### src/rtl/io_pkg.sv
// Shared definitions for the memory-mapped I/O block: register offsets,
// CTRL bit positions and the default window base.
package io_pkg;

  typedef enum logic [2:0] {
    IO_LED    = 3'd0,
    IO_BTN    = 3'd1,
    IO_EDGE   = 3'd2,
    IO_COUNT  = 3'd3,
    IO_RELOAD = 3'd4,
    IO_CTRL   = 3'd5,
    IO_STATUS = 3'd6,
    IO_RSVD   = 3'd7
  } io_reg_e;

  localparam int CTRL_TEN = 0;  // timer enable
  localparam int CTRL_TIE = 1;  // timer interrupt enable
  localparam int CTRL_BIE = 2;  // button interrupt enable

  localparam logic [15:0] IO_BASE_DEFAULT = 16'hFC00;

  // Place the addressed byte lane of a register word onto the read bus.
  function automatic logic [15:0] lane_rd(input logic [15:0] word,
                                          input logic        wide,
                                          input logic        hi);
    if (wide)
      return word;
    else if (hi)
      return {8'h00, word[15:8]};
    else
      return {8'h00, word[7:0]};
  endfunction

endpackage

### src/rtl/debounce.sv
// Button conditioner: 2-FF synchroniser, periodic sample strobe, and a
// debounced level that only follows the input after two agreeing samples.
// rise pulses in the strobe cycle in which a level bit is about to go 0->1.
module debounce #(
  parameter int WIDTH    = 7,
  parameter int DEBOUNCE = 250000
) (
  input  logic             clk,
  input  logic             nreset,
  input  logic [WIDTH-1:0] raw,
  output logic [WIDTH-1:0] level,
  output logic [WIDTH-1:0] rise
);

  localparam int            CW   = (DEBOUNCE > 1) ? $clog2(DEBOUNCE) : 1;
  localparam logic [CW-1:0] LAST = CW'(DEBOUNCE - 1);

  logic [WIDTH-1:0] sync_p0;
  logic [WIDTH-1:0] sync_p1;
  logic [WIDTH-1:0] prev;
  logic [WIDTH-1:0] agree;
  logic [CW-1:0]    cnt;
  logic             strobe;

  assign strobe = (cnt == LAST);
  assign agree  = ~(sync_p1 ^ prev);
  assign rise   = {WIDTH{strobe}} & agree & sync_p1 & ~level;

  // Two-stage synchroniser for the asynchronous button inputs.
  always_ff @(posedge clk or negedge nreset) begin
    if (!nreset) begin
      sync_p0 <= '0;
      sync_p1 <= '0;
    end else begin
      sync_p0 <= raw;
      sync_p1 <= sync_p0;
    end
  end

  // Free-running sample interval counter; strobe on its last count.
  always_ff @(posedge clk or negedge nreset) begin
    if (!nreset)
      cnt <= '0;
    else if (strobe)
      cnt <= '0;
    else
      cnt <= cnt + 1'b1;
  end

  // On each strobe, adopt the sample only where it matches the previous one.
  always_ff @(posedge clk or negedge nreset) begin
    if (!nreset) begin
      prev  <= '0;
      level <= '0;
    end else if (strobe) begin
      prev  <= sync_p1;
      level <= (level & ~agree) | (sync_p1 & agree);
    end
  end

endmodule

### src/rtl/io_ctl.sv
// Memory-mapped I/O responder: LED latch, debounced buttons with press
// capture, reloadable interval timer and a combined level interrupt.
// Reads return one cycle after the access, zero otherwise, so the data can
// be ORed with the block RAM output.
module io_ctl
  import io_pkg::*;
#(
  parameter logic [15:0] BASE     = IO_BASE_DEFAULT,
  parameter int          DEBOUNCE = 250000,
  parameter int          PRESCALE = 25
) (
  input  logic        clk,
  input  logic        nreset,
  input  logic        en,
  input  logic        wr,
  input  logic        wide,
  input  logic [15:0] addr,
  input  logic [15:0] din,
  output logic [15:0] dout,
  output logic        sel,
  input  logic [6:0]  btn,
  output logic [7:0]  led,
  output logic        irq
);

  localparam int            PW    = (PRESCALE > 1) ? $clog2(PRESCALE) : 1;
  localparam logic [PW-1:0] PLAST = PW'(PRESCALE - 1);

  // bus decode
  logic        hit;
  logic        hi;
  io_reg_e     off;
  logic [1:0]  be;
  logic [15:0] wdat;
  logic        wr_led, wr_edge, wr_reload, wr_ctrl, wr_status;

  // register state
  logic [2:0]  ctrl;
  logic [15:0] reload;
  logic [15:0] count;
  logic [PW-1:0] pcnt;
  logic        status;
  logic [6:0]  btn_edge;
  logic [6:0]  btn_lvl;
  logic [6:0]  btn_rise;
  logic        tick;
  logic        start;
  logic [15:0] rd_word;

  assign sel  = (addr[15:4] == BASE[15:4]);
  assign hit  = en & sel;
  assign hi   = addr[0] & ~wide;
  assign off  = io_reg_e'(addr[3:1]);
  assign be   = wide ? 2'b11 : (hi ? 2'b10 : 2'b01);
  assign wdat = wide ? din : {din[7:0], din[7:0]};

  assign wr_led    = hit & wr & (off == IO_LED);
  assign wr_edge   = hit & wr & (off == IO_EDGE);
  assign wr_reload = hit & wr & (off == IO_RELOAD);
  assign wr_ctrl   = hit & wr & (off == IO_CTRL);
  assign wr_status = hit & wr & (off == IO_STATUS);

  assign tick  = ctrl[CTRL_TEN] & (pcnt == PLAST);
  // Only a 0->1 transition of the enable restarts the count.
  assign start = wr_ctrl & be[0] & wdat[CTRL_TEN] & ~ctrl[CTRL_TEN];

  debounce #(
    .WIDTH   (7),
    .DEBOUNCE(DEBOUNCE)
  ) u_debounce (
    .clk   (clk),
    .nreset(nreset),
    .raw   (btn),
    .level (btn_lvl),
    .rise  (btn_rise)
  );

  // Software-writable registers: LED, RELOAD, CTRL (byte-lane merged).
  always_ff @(posedge clk or negedge nreset) begin
    if (!nreset) begin
      led    <= '0;
      reload <= '0;
      ctrl   <= '0;
    end else begin
      if (wr_led && be[0])
        led <= wdat[7:0];
      if (wr_reload)
        reload <= {be[1] ? wdat[15:8] : reload[15:8],
                   be[0] ? wdat[7:0]  : reload[7:0]};
      if (wr_ctrl && be[0])
        ctrl <= wdat[2:0];
    end
  end

  // Prescaler and down-counter; holds while disabled, reloads on underflow.
  always_ff @(posedge clk or negedge nreset) begin
    if (!nreset) begin
      pcnt  <= '0;
      count <= '0;
    end else if (start) begin
      pcnt  <= '0;
      count <= reload;
    end else if (ctrl[CTRL_TEN]) begin
      pcnt <= tick ? '0 : pcnt + 1'b1;
      if (tick)
        count <= (count == 16'd0) ? reload : count - 16'd1;
    end
  end

  // Sticky event bits; a hardware set beats a same-cycle W1C clear.
  always_ff @(posedge clk or negedge nreset) begin
    if (!nreset) begin
      status   <= 1'b0;
      btn_edge <= '0;
    end else begin
      status   <= (status & ~(wr_status & be[0] & wdat[0]))
                | (tick & (count == 16'd0));
      btn_edge <= (btn_edge & ~({7{wr_edge & be[0]}} & wdat[6:0])) | btn_rise;
    end
  end

  // Word-level read mux for the addressed register.
  always_comb begin
    rd_word = '0;
    case (off)
      IO_LED:    rd_word = {8'h00, led};
      IO_BTN:    rd_word = {9'h000, btn_lvl};
      IO_EDGE:   rd_word = {9'h000, btn_edge};
      IO_COUNT:  rd_word = count;
      IO_RELOAD: rd_word = reload;
      IO_CTRL:   rd_word = {13'h0000, ctrl};
      IO_STATUS: rd_word = {15'h0000, status};
      default:   rd_word = '0;
    endcase
  end

  // Registered read data (zero when not a hit read) and interrupt level.
  always_ff @(posedge clk or negedge nreset) begin
    if (!nreset) begin
      dout <= '0;
      irq  <= 1'b0;
    end else begin
      dout <= (hit && !wr) ? lane_rd(rd_word, wide, hi) : 16'h0000;
      irq  <= (status & ctrl[CTRL_TIE]) | ((|btn_edge) & ctrl[CTRL_BIE]);
    end
  end

endmodule
### config.mk
export PLATFORM = sky130hd
export DESIGN_NAME = io_ctl
export DESIGN_NICKNAME = d
export VERILOG_FILES = /design/src/rtl/io_pkg.sv /design/src/rtl/debounce.sv /design/src/rtl/io_ctl.sv
export SDC_FILE = /design/constraint.sdc
export NUM_CORES = 1
export LEC_CHECK = 0
export CORE_MARGIN = 2
export CORE_UTILIZATION = 34
export CTS_CLUSTER_SIZE = 20
export DETAILED_ROUTE_END_ITERATION = 10
export PLACE_DENSITY = 0.56
export SKIP_CTS_REPAIR_TIMING = 1
export SYNTH_ARGS = -nofsm -noshare
export SYNTH_HDL_FRONTEND = slang
export SYNTH_SLANG_ARGS = --single-unit
### constraint.sdc
create_clock -name clk -period 5 [get_ports clk]
set_input_delay 1 -clock clk [delete_from_list [all_inputs] [get_ports clk]]
set_output_delay 1 -clock clk [all_outputs]
set_load 0.01 [all_outputs]
==> results of run 1 <==
==> through the flow <==
| step | cell area, sq um | total power [W] | util | worst slack, ps |
|---|---|---|---|---|
| floorplan | 5615 | 0.001024 | - | 1588 |
| global placement | 6556 | 0.001097 | 0.4098 | 892.2 |
| detailed placement | 6556 | 0.001098 | 0.4098 | 873.9 |
| CTS | 7152 | 0.002360 | 0.4470 | 1074 |
| global route | 7152 | 0.002406 | 0.4470 | 958.2 |
| finish | 7152 | 0.002332 | 0.4470 | 1107 |
==> worst max-delay path, cell delays in order <==
cell	delay, ps
sky130_fd_sc_hd__clkdlybuf4s50_1	430
sky130_fd_sc_hd__or4_4	550
sky130_fd_sc_hd__nor3_1	190
sky130_fd_sc_hd__buf_4	180
sky130_fd_sc_hd__clkdlybuf4s50_1	540
==> per-layer routing <==
layer  track usage  routed length (um)
met1        0.2541                7166
met5             0                   0
met3       0.03448                 683
met4       0.07109                 329
met2        0.2723                6907
==> worst max-delay path by stage <==
stage,cells past startpoint,slack [ps],endpoint
floorplan,6,1590,led[0]$_DFFE_PN0P_
global placement,6,890,led[0]$_DFFE_PN0P_
detailed placement,6,870,led[7]$_DFFE_PN0P_
CTS,5,1070,sel
global route,5,960,sel
finish,5,1110,sel
==> cells in the mapped netlist, types with 3 or more instances <==
| master | number |
|---|---|
| sky130_fd_sc_hd__a211oi_1 | 7 |
| sky130_fd_sc_hd__a21oi_1 | 33 |
| sky130_fd_sc_hd__a221o_1 | 3 |
| sky130_fd_sc_hd__a221oi_1 | 3 |
| sky130_fd_sc_hd__a22o_1 | 5 |
| sky130_fd_sc_hd__a22oi_1 | 9 |
| sky130_fd_sc_hd__a31oi_1 | 4 |
| sky130_fd_sc_hd__a32o_1 | 8 |
| sky130_fd_sc_hd__a32oi_1 | 5 |
| sky130_fd_sc_hd__and3_1 | 3 |
| sky130_fd_sc_hd__and4_1 | 3 |
| sky130_fd_sc_hd__clkbuf_1 | 22 |
| sky130_fd_sc_hd__dfrtp_1 | 119 |
| sky130_fd_sc_hd__ha_1 | 5 |
| sky130_fd_sc_hd__inv_1 | 13 |
| sky130_fd_sc_hd__mux2_2 | 18 |
| sky130_fd_sc_hd__mux2_4 | 8 |
| sky130_fd_sc_hd__mux2i_1 | 16 |
| sky130_fd_sc_hd__mux4_2 | 3 |
| sky130_fd_sc_hd__nand2_1 | 42 |
| sky130_fd_sc_hd__nand2b_1 | 10 |
| sky130_fd_sc_hd__nand3_1 | 22 |
| sky130_fd_sc_hd__nand4_1 | 6 |
| sky130_fd_sc_hd__nor2_1 | 52 |
| sky130_fd_sc_hd__nor2b_1 | 13 |
| sky130_fd_sc_hd__nor3_1 | 13 |
| sky130_fd_sc_hd__nor4_1 | 8 |
| sky130_fd_sc_hd__o211ai_1 | 4 |
| sky130_fd_sc_hd__o21ai_0 | 26 |
| sky130_fd_sc_hd__o22ai_1 | 3 |
| sky130_fd_sc_hd__or4_4 | 3 |
| sky130_fd_sc_hd__xnor2_1 | 7 |
| sky130_fd_sc_hd__xor2_1 | 9 |
==> layout make-up <==
class,count,area share
clock inverters,9,0.02117
well taps,216,0.03779
repair buffers,80,0.1078
clock buffers,22,0.06211
flip-flops and latches,119,0.4164
inverters,13,0.006823
multi-input cells,373,0.3480
==> logic make-up after synthesis <==
group                      count (synthesis)  synth area share
buffers and inverters                     39           0.02763
and+or+nand+nor                          188            0.1673
AOI/OAI and AO/OA                        119            0.1406
muxes                                     45           0.09804
adders and majority gates                  5           0.01114
xor gates and xnor gates                  16           0.02496
DFF                                      119            0.5303
==> flip-flops by register name (all words and copies together), names as in the netlist, named ones only <==
| register | flops |
|---|---|
| btn_edge | 7 |
| count | 16 |
| ctrl | 3 |
| dout | 16 |
| irq | 1 |
| led | 8 |
| pcnt | 5 |
| reload | 16 |
| status | 1 |
| u_debounce.cnt | 18 |
| u_debounce.prev | 7 |
| u_debounce.sync_p0 | 7 |
| u_debounce.sync_p1 | 7 |
==> power groups by stage <==
stage               sequential (W)  clock [W]  combinational (W)
floorplan                 0.000989          0          0.0000343
global placement          0.000990          0           0.000107
detailed placement        0.000990          0           0.000107
CTS                       0.000973    0.00128           0.000108
global route              0.000974    0.00132           0.000117
finish                    0.000974    0.00125           0.000107
==> tab_implementation.tex, run 1 <==
\begin{tabular}{lr}
\hline
Metric & Value \\
\hline
\multicolumn{2}{l}{\textbf{Run status}} \\
Status & finished clean \\
\multicolumn{2}{l}{\textbf{Timing}} \\
Max transition margin & 0.1745 \\
Final sum of negative setup slack & 0 ps \\
Unrepaired setup endpoints after global routing & no \\
Worst hold margin & 346.2 ps \\
Number of max-slew violations in the final report & 0 \\
Total setup violations reported at the end of the flow & 0 \\
Final clock skew & around 12 ps \\
Maximum achievable frequency & between 200 and 300 MHz \\
Final hold violations & 0 \\
Pin slew with the least headroom to its limit & 1230 ps \\
Post-route fraction of the period consumed by the critical path & 0.7787 \\
Minimum period implied by the final worst setup slack & slightly below 4000 ps \\
\multicolumn{2}{l}{\textbf{Placed design}} \\
Number of buffer cells added on primary ports & 69 \\
Detailed-placement wirelength estimate & 10.80 mm \\
Weighted congestion at the end of routability-driven global placement & between 0.8 and 0.9 \\
Inst Count DP & 801 \\
\multicolumn{2}{l}{\textbf{Logic synthesis}} \\
Number of enable flip-flop cells after synthesis & 0 \\
Yosys cell types & 52 \\
Fraction of registers with async set or reset after synthesis & 1.000 \\
Net count of the mapped netlist & 580 \\
Largest area contributor in the synthesized netlist & sky130\_fd\_sc\_hd\_\_dfrtp\_1 \\
Cell count after synthesis & about 530 \\
Synth area leaders & sky130\_fd\_sc\_hd\_\_dfrtp\_1 (53\%), sky130\_fd\_sc\_hd\_\_mux2\_2 (3.6\%), sky130\_fd\_sc\_hd\_\_nor2\_1 (3.5\%) \\
Most used DFF post-synth & sky130\_fd\_sc\_hd\_\_dfrtp\_1 \\
Number of synthesized register bits & about 120 \\
Area fraction of the dominant cell type after synthesis & 0.5303 \\
Avg Synthesized Cell Area & 10.58 sq um \\
Netlist area before placement & 5615 sq um \\
Total number of yosys warnings & 0 \\
Sequential cell area fraction in the yosys report & 0.5303 \\
\multicolumn{2}{l}{\textbf{Worst setup path}} \\
Kind of end point of the critical path & output pin \\
Data required time at the worst endpoint & around 4000 ps \\
Setup crit start & addr[5] \\
Worst endpoint data arrival time & just under 3000 ps \\
R2R cell count & 6 \\
Register-to-register setup slack & 1830 ps \\
Critical register-to-register path startpoint & count[7]\$\_DFFE\_PN0P\_ \\
Sort of element at the start of the critical path & primary input \\
RR Endpoint & count[4]\$\_DFFE\_PN0P\_ \\
Worst Path Class, Setup & primary input to output pin \\
Critical path fanouts, max & 6 \\
\multicolumn{2}{l}{\textbf{Power and ir drop}} \\
Static leakage & $\sim$3.0 nW \\
Part of the power in the clock network & 0.537 \\
Share of total power in sequential cells & 0.418 \\
Net switching component of the power & between 0.0004 and 0.0005 W \\
Power per unit of standard cell area & 326.0 nW/um\^{}2 \\
Part of the power in combinational logic & 0.046 \\
Internal power component & $\sim$0.0018 W \\
Fraction of power spent switching nets & 0.2082 \\
Peak supply drop & between 200 and 300 uV \\
\multicolumn{2}{l}{\textbf{Clock tree}} \\
Worst-Skew Late Latency & $\sim$400 ps \\
Buffer depth of the longest clock path & 2 \\
Number of levels the H-tree was split into & 4 \\
TritonCTS clock tree & done \\
Number of buffers created by CTS & 17 \\
Clock tree root buffer cell & sky130\_fd\_sc\_hd\_\_clkbuf\_16 \\
Num Clock Sinks & roughly 120 \\
Clock transition time at the flip-flop clock pins of the worst setup and hold paths & about 50 ps \\
\multicolumn{2}{l}{\textbf{Drt}} \\
Via/cell ratio & approximately 5.3 \\
Post-detailed-routing wire length & between 15 and 20 mm \\
Vias after detailed routing & $\sim$4400 \\
Number of DRC markers after the initial detailed-route iteration & 222 \\
Number of antenna-violating nets in the routed design & 0 \\
Number of remaining DRC errors & 0 \\
Routed length per placed instance & 18.13 um \\
DR pass1 iterations & 5 \\
\multicolumn{2}{l}{\textbf{Cells and area}} \\
Non-filler instance count after layout & about 830 \\
Most frequent standard cell in the layout excluding fill and tap cells & sky130\_fd\_sc\_hd\_\_dfrtp\_1 \\
Antenna Cells & 0 \\
Ratio of cells with drive above 1 in the final layout & 0.1201 \\
Leading cell types in the layout, fill and taps excluded & sky130\_fd\_sc\_hd\_\_dfrtp\_1 (119), sky130\_fd\_sc\_hd\_\_clkdlybuf4s50\_1 (68), sky130\_fd\_sc\_hd\_\_nor2\_1 (52), sky130\_fd\_sc\_hd\_\_nand2\_1 (42), sky130\_fd\_sc\_hd\_\_a21oi\_1 (33) \\
Reg area & around 3000 sq um \\
\# nets final & 653 \\
Count of fill cells added during filler insertion & 1555 \\
Layout overhead on the synthesized area & 27.36\% \\
Total area of multi-input combinational cells & between 2000 and 2500 sq um \\
\multicolumn{2}{l}{\textbf{Floorplanning}} \\
Die Span Y & about 130 um \\
Total Die Area & 17560 sq um \\
Core Footprint & approximately 16000 sq um \\
Row count & 46 \\
Initial Util & 0.3510 \\
Number of ports placed on the die boundary & 70 \\
Die Width & around 130 um \\
\multicolumn{2}{l}{\textbf{Global routing}} \\
Global-route wire length before repair & 24.72 mm \\
Remaining Overflow, GRT & 0 \\
Number of antenna violations at the first check in global routing & 0 \\
Vias in the first global route & $\sim$4400 \\
Global-route usage over all layers & 0.1796 \\
Largest net degree at the start of global routing & 65 \\
\multicolumn{2}{l}{\textbf{Worst hold path}} \\
Launch point of the worst hold path & u\_debounce.sync\_p0[0]\$\_DFF\_PN0\_ \\
Hold Path Depth & 0 \\
Hold EP & u\_debounce.sync\_p1[0]\$\_DFF\_PN0\_ \\
Min-Delay Path Class & flip-flop to flip-flop \\
\multicolumn{2}{l}{\textbf{Flow run}} \\
Max-capacitance violation count & 0 \\
\hline
\end{tabular}
No activity file was read; power rests on OpenSTA's default activity.
==> inputs of run 2 (changes only) <==
- PLACE_DENSITY: 0.56 -> 0.58
- clock period: 5 -> 3.5 ns (I/O delays scaled with it)
==> tab_implementation.tex, run 2 (synthesis results as in run 1) <==
\begin{tabular}{lr}
\hline
Metric & Value \\
\hline
\multicolumn{2}{l}{\textbf{Drt}} \\
Via/cell ratio & 5.287 (-0.30\%) \\
Post-detailed-routing wire length & 14.81 mm (-1.8\%) \\
Number of DRC markers after the initial detailed-route iteration & 287 (+29\%) \\
Number of remaining DRC errors & 0 (unchanged) \\
DR pass1 iterations & 5 (unchanged) \\
Routed length per placed instance & 17.48 um (-3.6\%) \\
Vias after detailed routing & 4478 (+1.5\%) \\
Number of antenna-violating nets in the routed design & 0 (unchanged) \\
\multicolumn{2}{l}{\textbf{Worst hold path}} \\
Hold Path Depth & 0 (unchanged) \\
Min-Delay Path Class & flip-flop to flip-flop \\
Launch point of the worst hold path & u\_debounce.sync\_p0[3]\$\_DFF\_PN0\_ \\
\multicolumn{2}{l}{\textbf{Worst setup path}} \\
Largest incremental delay on the critical path & 550 ps (about the same) \\
Data required time at the worst endpoint & 2800 ps (-1200 ps) \\
Sort of element at the start of the critical path & primary input \\
Setup crit start & addr[10] \\
Critical path cell sequence & clkdlybuf4s50\_1 > or4bb\_1 > nor3\_1 > buf\_4 > clkdlybuf4s50\_1 \\
Worst Path Class, Setup & primary input to output pin \\
Cell repeated most along the worst path & sky130\_fd\_sc\_hd\_\_clkdlybuf4s50\_1 \\
Critical path fanouts, max & 6 (unchanged) \\
Worst endpoint data arrival time & 2650 ps (-240 ps) \\
R2R cell count & 7 (+1) \\
Kind of end point of the critical path & output pin \\
Critical register-to-register path startpoint & count[0]\$\_DFFE\_PN0P\_ \\
Master of the slowest instance on the critical path & sky130\_fd\_sc\_hd\_\_clkdlybuf4s50\_1 \\
\multicolumn{2}{l}{\textbf{Cells and area}} \\
Leading cell types in the layout, fill and taps excluded & sky130\_fd\_sc\_hd\_\_dfrtp\_1 (119), sky130\_fd\_sc\_hd\_\_clkdlybuf4s50\_1 (68), sky130\_fd\_sc\_hd\_\_nor2\_1 (52), sky130\_fd\_sc\_hd\_\_nand2\_1 (42), sky130\_fd\_sc\_hd\_\_a21oi\_1 (33) \\
Layout overhead on the synthesized area & 29.01\% \\
Ratio of cells with drive above 1 in the final layout & 0.1474 (+0.02726) \\
Max FFs per register & 18 (unchanged) \\
Count of fill cells added during filler insertion & 1531 (-1.5\%) \\
Antenna Cells & 0 (unchanged) \\
\# nets final & 667 (+2.1\%) \\
Register with the most flip-flops & u\_debounce.cnt \\
Most frequent standard cell in the layout excluding fill and tap cells & sky130\_fd\_sc\_hd\_\_dfrtp\_1 \\
\multicolumn{2}{l}{\textbf{Placed design}} \\
Weighted congestion at the end of routability-driven global placement & 0.8699 (+5.1\%) \\
Post-Place Setup Slack & -135.5 ps (-1009 ps) \\
Number of buffer cells added on primary ports & 69 (unchanged) \\
Detailed-placement wirelength estimate & 10.71 mm (-0.81\%) \\
\multicolumn{2}{l}{\textbf{Floorplanning}} \\
Initial Util & 0.3510 (unchanged) \\
Core Footprint & 16000 sq um (unchanged) \\
Die Span Y & 132.5 um (unchanged) \\
Row count & 46 (unchanged) \\
Number of ports placed on the die boundary & 70 (unchanged) \\
Die Width & 132.5 um (unchanged) \\
Total Die Area & 17560 sq um (unchanged) \\
\multicolumn{2}{l}{\textbf{Power and ir drop}} \\
Internal power component & 0.002487 W (+35\%) \\
Part of the power in combinational logic & 0.049 (+0.003) \\
Static leakage & 3.105 nW (+2.1\%) \\
Overall power of the completed layout & 0.003205 W (+37\%) \\
Power per unit of standard cell area & 442.4 nW/um\^{}2 (+36\%) \\
Fraction of power spent switching nets & 0.2241 (+0.01587) \\
Peak supply drop & 361.4 uV (+33\%) \\
Part of the power in the clock network & 0.517 (-0.020) \\
Share of total power in sequential cells & 0.434 (+0.016) \\
Net switching component of the power & 0.0007181 W (+48\%) \\
\multicolumn{2}{l}{\textbf{Global routing}} \\
Global-route usage over all layers & 0.1768 (-0.002890) \\
Remaining Overflow, GRT & 0 (unchanged) \\
Largest net degree at the start of global routing & 61 (-6.2\%) \\
Vias in the first global route & 4428 (+0.11\%) \\
Global-route wire length before repair & 24.23 mm (-2.0\%) \\
Number of antenna violations at the first check in global routing & 0 (unchanged) \\
\multicolumn{2}{l}{\textbf{Timing}} \\
Post-route fraction of the period consumed by the critical path & 0.9583 \\
Final hold violations & 0 (unchanged) \\
Final clock skew & 10.10 ps (-1.407 ps) \\
Total setup violations reported at the end of the flow & 0 (unchanged) \\
Number of max-slew violations in the final report & 0 (unchanged) \\
Max transition margin & 0.4743 (+0.2998) \\
Crit path setup slack, layout & 146.0 ps (-960.5 ps) \\
Maximum achievable frequency & approximately 300 MHz \\
Pin slew with the least headroom to its limit & 788.6 ps (-441.4 ps) \\
Minimum period implied by the final worst setup slack & $\sim$3400 ps \\
Unrepaired setup endpoints after global routing & no \\
\multicolumn{2}{l}{\textbf{Clock tree}} \\
Num Clock Sinks & 119 (unchanged) \\
Worst-Skew Late Latency & 420 ps (about the same) \\
Number of levels the H-tree was split into & 4 (unchanged) \\
TritonCTS clock tree & done \\
Buffer depth of the longest clock path & 2 (unchanged) \\
Number of buffers created by CTS & 17 (unchanged) \\
Clock tree root buffer cell & sky130\_fd\_sc\_hd\_\_clkbuf\_16 \\
Clock transition time at the flip-flop clock pins of the worst setup and hold paths & 60 ps (about the same) \\
\multicolumn{2}{l}{\textbf{Run status}} \\
Status & finished clean \\
\multicolumn{2}{l}{\textbf{Flow run}} \\
Max-capacitance violation count & 0 (unchanged) \\
\hline
\end{tabular}
run 2: area by class of cell:
type,instances,area (sq um),area share
repair buffers,94,888.4,0.1226
inverters,13,48.80,0.006736
multi-input cells,373,2489,0.3435
clock buffers,21,470.5,0.06494
flip-flops and latches,119,2978,0.4111
well taps,216,270.3,0.03731
clock inverters,11,100.1,0.01382
run 2: metal layers:
metal / global-route usage / wire length [um] / up-vias
li1: - / - / 2111
met1: 0.2444 / 6738 / 2221
met2: 0.2666 / 6894 / 134
met3: 0.05326 / 963 / 12
met4: 0.05615 / 212 / 0
met5: 0 / 0 / -
run 2: through the flow:
step	cells	hold WS, ps	utilization	setup TNS (ps)	cell area, sq um
final	847	344.1	0.4528	0	7244
after global routing	847	352.3	0.4528	0	7244
after CTS	847	349.3	0.4528	0	7244
after detailed placement	815	336.5	0.4171	-1003	6674
after global placement	815	333.9	0.4171	-898.7	6674
after floorplan	531	331.2	-	0	5615
run 2: final timing paths:
check	end	slack, ps
hold / removal	u_debounce.sync_p1[3]$_DFF_PN0_	340
setup / recovery	sel	150
setup reg to reg	count[8]$_DFFE_PN0P_	890
min in group asynchronous	reload[13]$_DFFE_PN0P_	360
hold reg to reg	u_debounce.sync_p1[3]$_DFF_PN0_	340
max in group asynchronous	u_debounce.sync_p0[3]$_DFF_PN0_	2370
run 2: critical path: cells and delay by family:
kind	cells	cell delay, ps
buf+inv	3	1210
simple gates	2	740
run 2: power groups by stage:
| stage | registers [W] | clock network, W | logic, W |
|---|---|---|---|
| CTS | 0.00139 | 0.00170 | 0.000160 |
| floorplan | 0.00141 | 0 | 0.0000489 |
| finish | 0.00139 | 0.00166 | 0.000158 |
| global placement | 0.00141 | 0 | 0.000158 |
| detailed placement | 0.00141 | 0 | 0.000159 |
| global route | 0.00139 | 0.00177 | 0.000173 |
==> inputs of run 3 (changes only) <==
- CTS_BUF_LIST: unset -> sky130_fd_sc_hd__clkbuf_8
==> tab_implementation.tex, run 3 (synthesis results as in run 1) <==
\begin{tabular}{lr}
\hline
Metric & Value \\
\hline
\multicolumn{2}{l}{\textbf{Run status}} \\
Status & finished clean \\
\multicolumn{2}{l}{\textbf{Global routing}} \\
Remaining Overflow, GRT & 0 (unchanged) \\
Number of antenna violations at the first check in global routing & 0 (unchanged) \\
Global-route usage over all layers & 0.1755 (-0.001258) \\
Vias in the first global route & 4434 (+0.14\%) \\
Global-route wire length before repair & 24.09 mm (-0.54\%) \\
Largest net degree at the start of global routing & 61 (unchanged) \\
\multicolumn{2}{l}{\textbf{Worst setup path}} \\
Data required time at the worst endpoint & 2800 ps (about the same) \\
Critical path fanouts, max & 6 (unchanged) \\
Kind of end point of the critical path & output pin \\
Worst endpoint data arrival time & 2660 ps (about the same) \\
Critical register-to-register path startpoint & count[0]\$\_DFFE\_PN0P\_ \\
Sort of element at the start of the critical path & primary input \\
Setup crit start & addr[10] \\
Worst Path Class, Setup & primary input to output pin \\
\multicolumn{2}{l}{\textbf{Clock tree}} \\
Number of levels the H-tree was split into & 4 (unchanged) \\
Clock tree root buffer cell & sky130\_fd\_sc\_hd\_\_clkbuf\_8 \\
Clock transition time at the flip-flop clock pins of the worst setup and hold paths & 60 ps (about the same) \\
Number of buffers created by CTS & 17 (unchanged) \\
Worst-Skew Late Latency & 440 ps (+20 ps) \\
Buffer depth of the longest clock path & 2 (unchanged) \\
TritonCTS clock tree & done \\
Num Clock Sinks & 119 (unchanged) \\
\multicolumn{2}{l}{\textbf{Timing}} \\
Final hold violations & 0 (unchanged) \\
Pin slew with the least headroom to its limit & 780.6 ps (-7.956 ps) \\
Worst hold margin & 328.9 ps (-15.15 ps) \\
Final clock skew & 10.94 ps (+0.8421 ps) \\
Unrepaired setup endpoints after global routing & no \\
Final sum of negative setup slack & 0 ps (unchanged) \\
Minimum period implied by the final worst setup slack & 3357 ps (+3.132 ps) \\
Maximum achievable frequency & 297.9 MHz (about the same) \\
Post-route fraction of the period consumed by the critical path & 0.9592 (about the same) \\
Max transition margin & 0.4796 (+0.005303) \\
Total setup violations reported at the end of the flow & 0 (unchanged) \\
Number of max-slew violations in the final report & 0 (unchanged) \\
\multicolumn{2}{l}{\textbf{Cells and area}} \\
Ratio of cells with drive above 1 in the final layout & 0.1474 (unchanged) \\
Most frequent standard cell in the layout excluding fill and tap cells & sky130\_fd\_sc\_hd\_\_dfrtp\_1 \\
Register with the most flip-flops & u\_debounce.cnt \\
Non-filler instance count after layout & 847 (unchanged) \\
Antenna Cells & 0 (unchanged) \\
\# nets final & 667 (unchanged) \\
Reg area & 2978 sq um (unchanged) \\
Total area of multi-input combinational cells & 2489 sq um (unchanged) \\
Layout overhead on the synthesized area & 25.60\% \\
Count of fill cells added during filler insertion & 1556 (+1.6\%) \\
Leading cell types in the layout, fill and taps excluded & sky130\_fd\_sc\_hd\_\_dfrtp\_1 (119), sky130\_fd\_sc\_hd\_\_clkdlybuf4s50\_1 (68), sky130\_fd\_sc\_hd\_\_nor2\_1 (52), sky130\_fd\_sc\_hd\_\_nand2\_1 (42), sky130\_fd\_sc\_hd\_\_a21oi\_1 (33) \\
Max FFs per register & 18 (unchanged) \\
Finished Core Util & 0.4408 (-0.01196) \\
\multicolumn{2}{l}{\textbf{Drt}} \\
Post-detailed-routing wire length & 14.64 mm (-1.1\%) \\
Metal2 WL & 6.737 mm (-2.3\%) \\
Max Used Layer & met4 \\
Number of antenna-violating nets in the routed design & 0 (unchanged) \\
Met1 Routed Length & 6.774 mm (+0.53\%) \\
Vias after detailed routing & 4478 (unchanged) \\
Routed length per placed instance & 17.29 um (-1.1\%) \\
Number of remaining DRC errors & 0 (unchanged) \\
Met3 Wirelength & 848 um (-12\%) \\
Via/cell ratio & 5.287 (unchanged) \\
DR pass1 iterations & 4 (-1) \\
Number of DRC markers after the initial detailed-route iteration & 238 (-17\%) \\
\multicolumn{2}{l}{\textbf{Floorplanning}} \\
Die Width & 132.5 um (unchanged) \\
Number of ports placed on the die boundary & 70 (unchanged) \\
Row count & 46 (unchanged) \\
Total Die Area & 17560 sq um (unchanged) \\
Core Footprint & 16000 sq um (unchanged) \\
Die Span Y & 132.5 um (unchanged) \\
Initial Util & 0.3510 (unchanged) \\
\multicolumn{2}{l}{\textbf{Power and ir drop}} \\
Peak supply drop & 266.8 uV (-26\%) \\
Power per unit of standard cell area & 386.2 nW/um\^{}2 (-13\%) \\
Overall power of the completed layout & 0.002724 W (-15\%) \\
Static leakage & 3.022 nW (-2.7\%) \\
\multicolumn{2}{l}{\textbf{Placed design}} \\
Detailed-placement wirelength estimate & 10.71 mm (unchanged) \\
Inst Count DP & 815 (unchanged) \\
Weighted congestion at the end of routability-driven global placement & 0.8699 (unchanged) \\
Number of buffer cells added on primary ports & 69 (unchanged) \\
\multicolumn{2}{l}{\textbf{Flow run}} \\
Max-capacitance violation count & 0 (unchanged) \\
\multicolumn{2}{l}{\textbf{Worst hold path}} \\
Min-Delay Path Class & primary input to async pin \\
\hline
\end{tabular}
-- run 3: cell types whose count changed in the layout (fill, tap and decap cells not counted), sizes merged --
cell | before | now
inv | 13 | 14
clkbuf | 21 | 20
-- run 3: worst max-delay path, stage by stage --
cell and delay, ps:
sky130_fd_sc_hd__clkdlybuf4s50_1 460, sky130_fd_sc_hd__or4bb_1 510, sky130_fd_sc_hd__nor3_1 230, sky130_fd_sc_hd__buf_4 200, sky130_fd_sc_hd__clkdlybuf4s50_1 550
-- run 3: final cells by class --
cell class / instances / area share
Clock buffer: 20 / 0.03903
Timing Repair Buffer: 94 / 0.1260
Tap cell: 216 / 0.03832
Clock inverter: 12 / 0.01472
Inverter: 13 / 0.006919
Sequential cell: 119 / 0.4222
Multi-Input combinational cell: 373 / 0.3528
-- run 3: path summary, 6_finish.rpt --
kind / cells past startpoint / slack, ps / to
hold reg to reg: 0 / 350 / u_debounce.sync_p1[3]$_DFF_PN0_
setup reg to reg: 7 / 900 / count[8]$_DFFE_PN0P_
max in group asynchronous: 2 / 2400 / u_debounce.prev[4]$_DFFE_PN0N_
min in group clk: 0 / 350 / u_debounce.sync_p1[3]$_DFF_PN0_
setup / recovery: 5 / 140 / sel
hold / removal: 1 / 330 / reload[13]$_DFFE_PN0P_
-- run 3: where the power goes --
group / leakage [nW] / switching, W / internal [W]
combinational: 1.28 / 0.0000856 / 0.0000723
clock: 0.196 / 0.000565 / 0.000612
sequential: 1.54 / 0.00000520 / 0.00138
-- run 3: stage by stage --
stage / worst slack [ps] / cell area, sq um
2_1_floorplan: 388.2 / 5615
3_3_place_gp: -114.5 / 6674
3_5_place_dp: -135.5 / 6674
4_1_cts: 154.8 / 7053
5_1_grt: 66.96 / 7053
6_report: 142.9 / 7053
-- run 3: routing by layer --
layer,vias up,track usage
met2,140,0.2642
li1,2114,-
met1,2208,0.2415
met5,-,0
met3,16,0.04943
met4,0,0.06452
==> variant, RTL diff (settings of run 3) <==
`DEBOUNCE` is set to 250000 in 2 places; all go to 125000.
--- a/src/rtl/debounce.sv
+++ b/src/rtl/debounce.sv
@@ -5,3 +5,3 @@
   parameter int WIDTH    = 7,
-  parameter int DEBOUNCE = 250000
+  parameter int DEBOUNCE = 125000
 ) (
--- a/src/rtl/io_ctl.sv
+++ b/src/rtl/io_ctl.sv
@@ -8,3 +8,3 @@
   parameter logic [15:0] BASE     = IO_BASE_DEFAULT,
-  parameter int          DEBOUNCE = 250000,
+  parameter int          DEBOUNCE = 125000,
   parameter int          PRESCALE = 25
Formal check against the unedited RTL: same outputs for any inputs over 4 cycles, from zero or initial values and one cycle with nreset low; that may be too few to reach the edited logic, so the function may still have changed.
==> variant against run 3 <==
- clock power is 10% higher
- via count rose by 2.1%
- total power is 4.2% higher
- sequential cell count down 1
- largest power group unchanged
- design area rose by 0.43%
- synthesized area grew 0.94%
- worst setup slack better by 0.21 ns
- routed wire length is 3.9% higher
- critical path depth is 1 lower
==> variant: results (changes against run 3) <==
metric;value;unit;change
synth_nets;577;;was 580
gp_congestion;0.847;;was 0.870
cts_root_buffer;clkbuf_8;;unchanged
placed_area;6670;um2;about the same
wl_met2;7270;um;was 6740 um
worst_path_max_delay_cell;or4_4;;was clkdlybuf4s50_1
wl_met3;801;um;was 848 um
irDropWorstVdd;0.288;mV;was 0.267 mV
power.internal;2.18;mW;was 2.07 mW
pre_cts_ws;0.350;ns;was -0.135 ns
arrival;2.44;ns;was 2.66 ns
largest_reg_flops;17;;was 18
synth-main-ff-cell;dfrtp_1;;unchanged
vias;4572;;was 4478
status;finished clean;;unchanged
synthArstFlopShare;1.00;;unchanged
dr.pass1.iters;5;;was 4
cpPeakStageDelay;0.59;ns;was 0.55 ns
finClkSkew;0.00901;ns;was 0.0109 ns
grt_pass1_wl;24400;um;was 24100 um
synth.area.top_cells;dfrtp_1, o21ai_0, nand2_1;;was dfrtp_1, mux2_2, nor2_1
crit_fanout;3;;was 6
place_hpwl;11000;um;was 10700 um
met1_length;6820;um;was 6770 um
drt-initial-drc-count;321;;was 238
grt_max_degree;75;;was 61
grtUsageTotal;0.178;;was 0.175
ys_seq_area_frac;0.521;;was 0.530
nNetsFinal;657;;was 667
grt_pass1_vias;4403;;was 4434
tightest_slew;0.750;ns;was 0.781 ns
p_leak;2.99;nW;was 3.02 nW
synth_cell_type_count;65;;was 52
## variant: power groups by stage
stage | registers, mW | clock network, mW | logic (mW)
global route | 1.38 | 1.40 | 0.171
CTS | 1.38 | 1.33 | 0.160
global placement | 1.40 | 0 | 0.158
finish | 1.38 | 1.30 | 0.158
floorplan | 1.40 | 0 | 0.0478
detailed placement | 1.40 | 0 | 0.159
## variant: through the flow
stage	hold slack, ns	instances
final	0.265	840
after global placement	0.333	809
after global routing	0.298	840
after CTS	0.274	840
after floorplan	0.331	528
after detailed placement	0.336	809
## variant: cell type report
cell class	instances	area, um2
timing repair buffer	85	821
inverter	16	60.1
multi-input combinational	370	2560
sequential	118	2950
fill	1590	9380
clock buffer	19	262
tap	220	275
clock inverter	12	151
## variant: worst paths after layout
check,slack (ns),depth (start not counted),start,endpoint
worst min register to register,0.35,0,u_debounce.sync_p0[6],u_debounce.sync_p1[6]
worst max register to register,1.04,7,count[0],count[10]
worst min-delay path,0.27,1,nreset,pcnt[4]
worst max-delay path,0.36,4,addr[5],sel
min in group clk,0.35,0,u_debounce.sync_p0[6],u_debounce.sync_p1[6]
max in group asynchronous,2.44,2,nreset,count[1]
## variant: per-layer routing
layer	global-route usage	vias to the layer above
li1	-	2123
met1	0.239	2281
met2	0.278	139
met3	0.0498	29
met4	0.0656	0
met5	0	-
## variant: worst reg2reg max path, cell delays in order (launching register included)
cell       delay [ns]
dfrtp_1          0.48
inv_1            0.15
ha_1             0.21
or3b_2           0.51
or4_1            0.44
a211o_1          0.30
and2_1           0.16
a2bb2oi_1        0.14
## variant: cell families after synthesis
group           count (synthesis)  synth area share
buf+inv                        40            0.0272
simple gates                  173             0.165
xor+xnor                       14            0.0216
flops                         118             0.521
mux                            43            0.0927
fa+ha+maj                       5            0.0110
compound gates                135             0.162
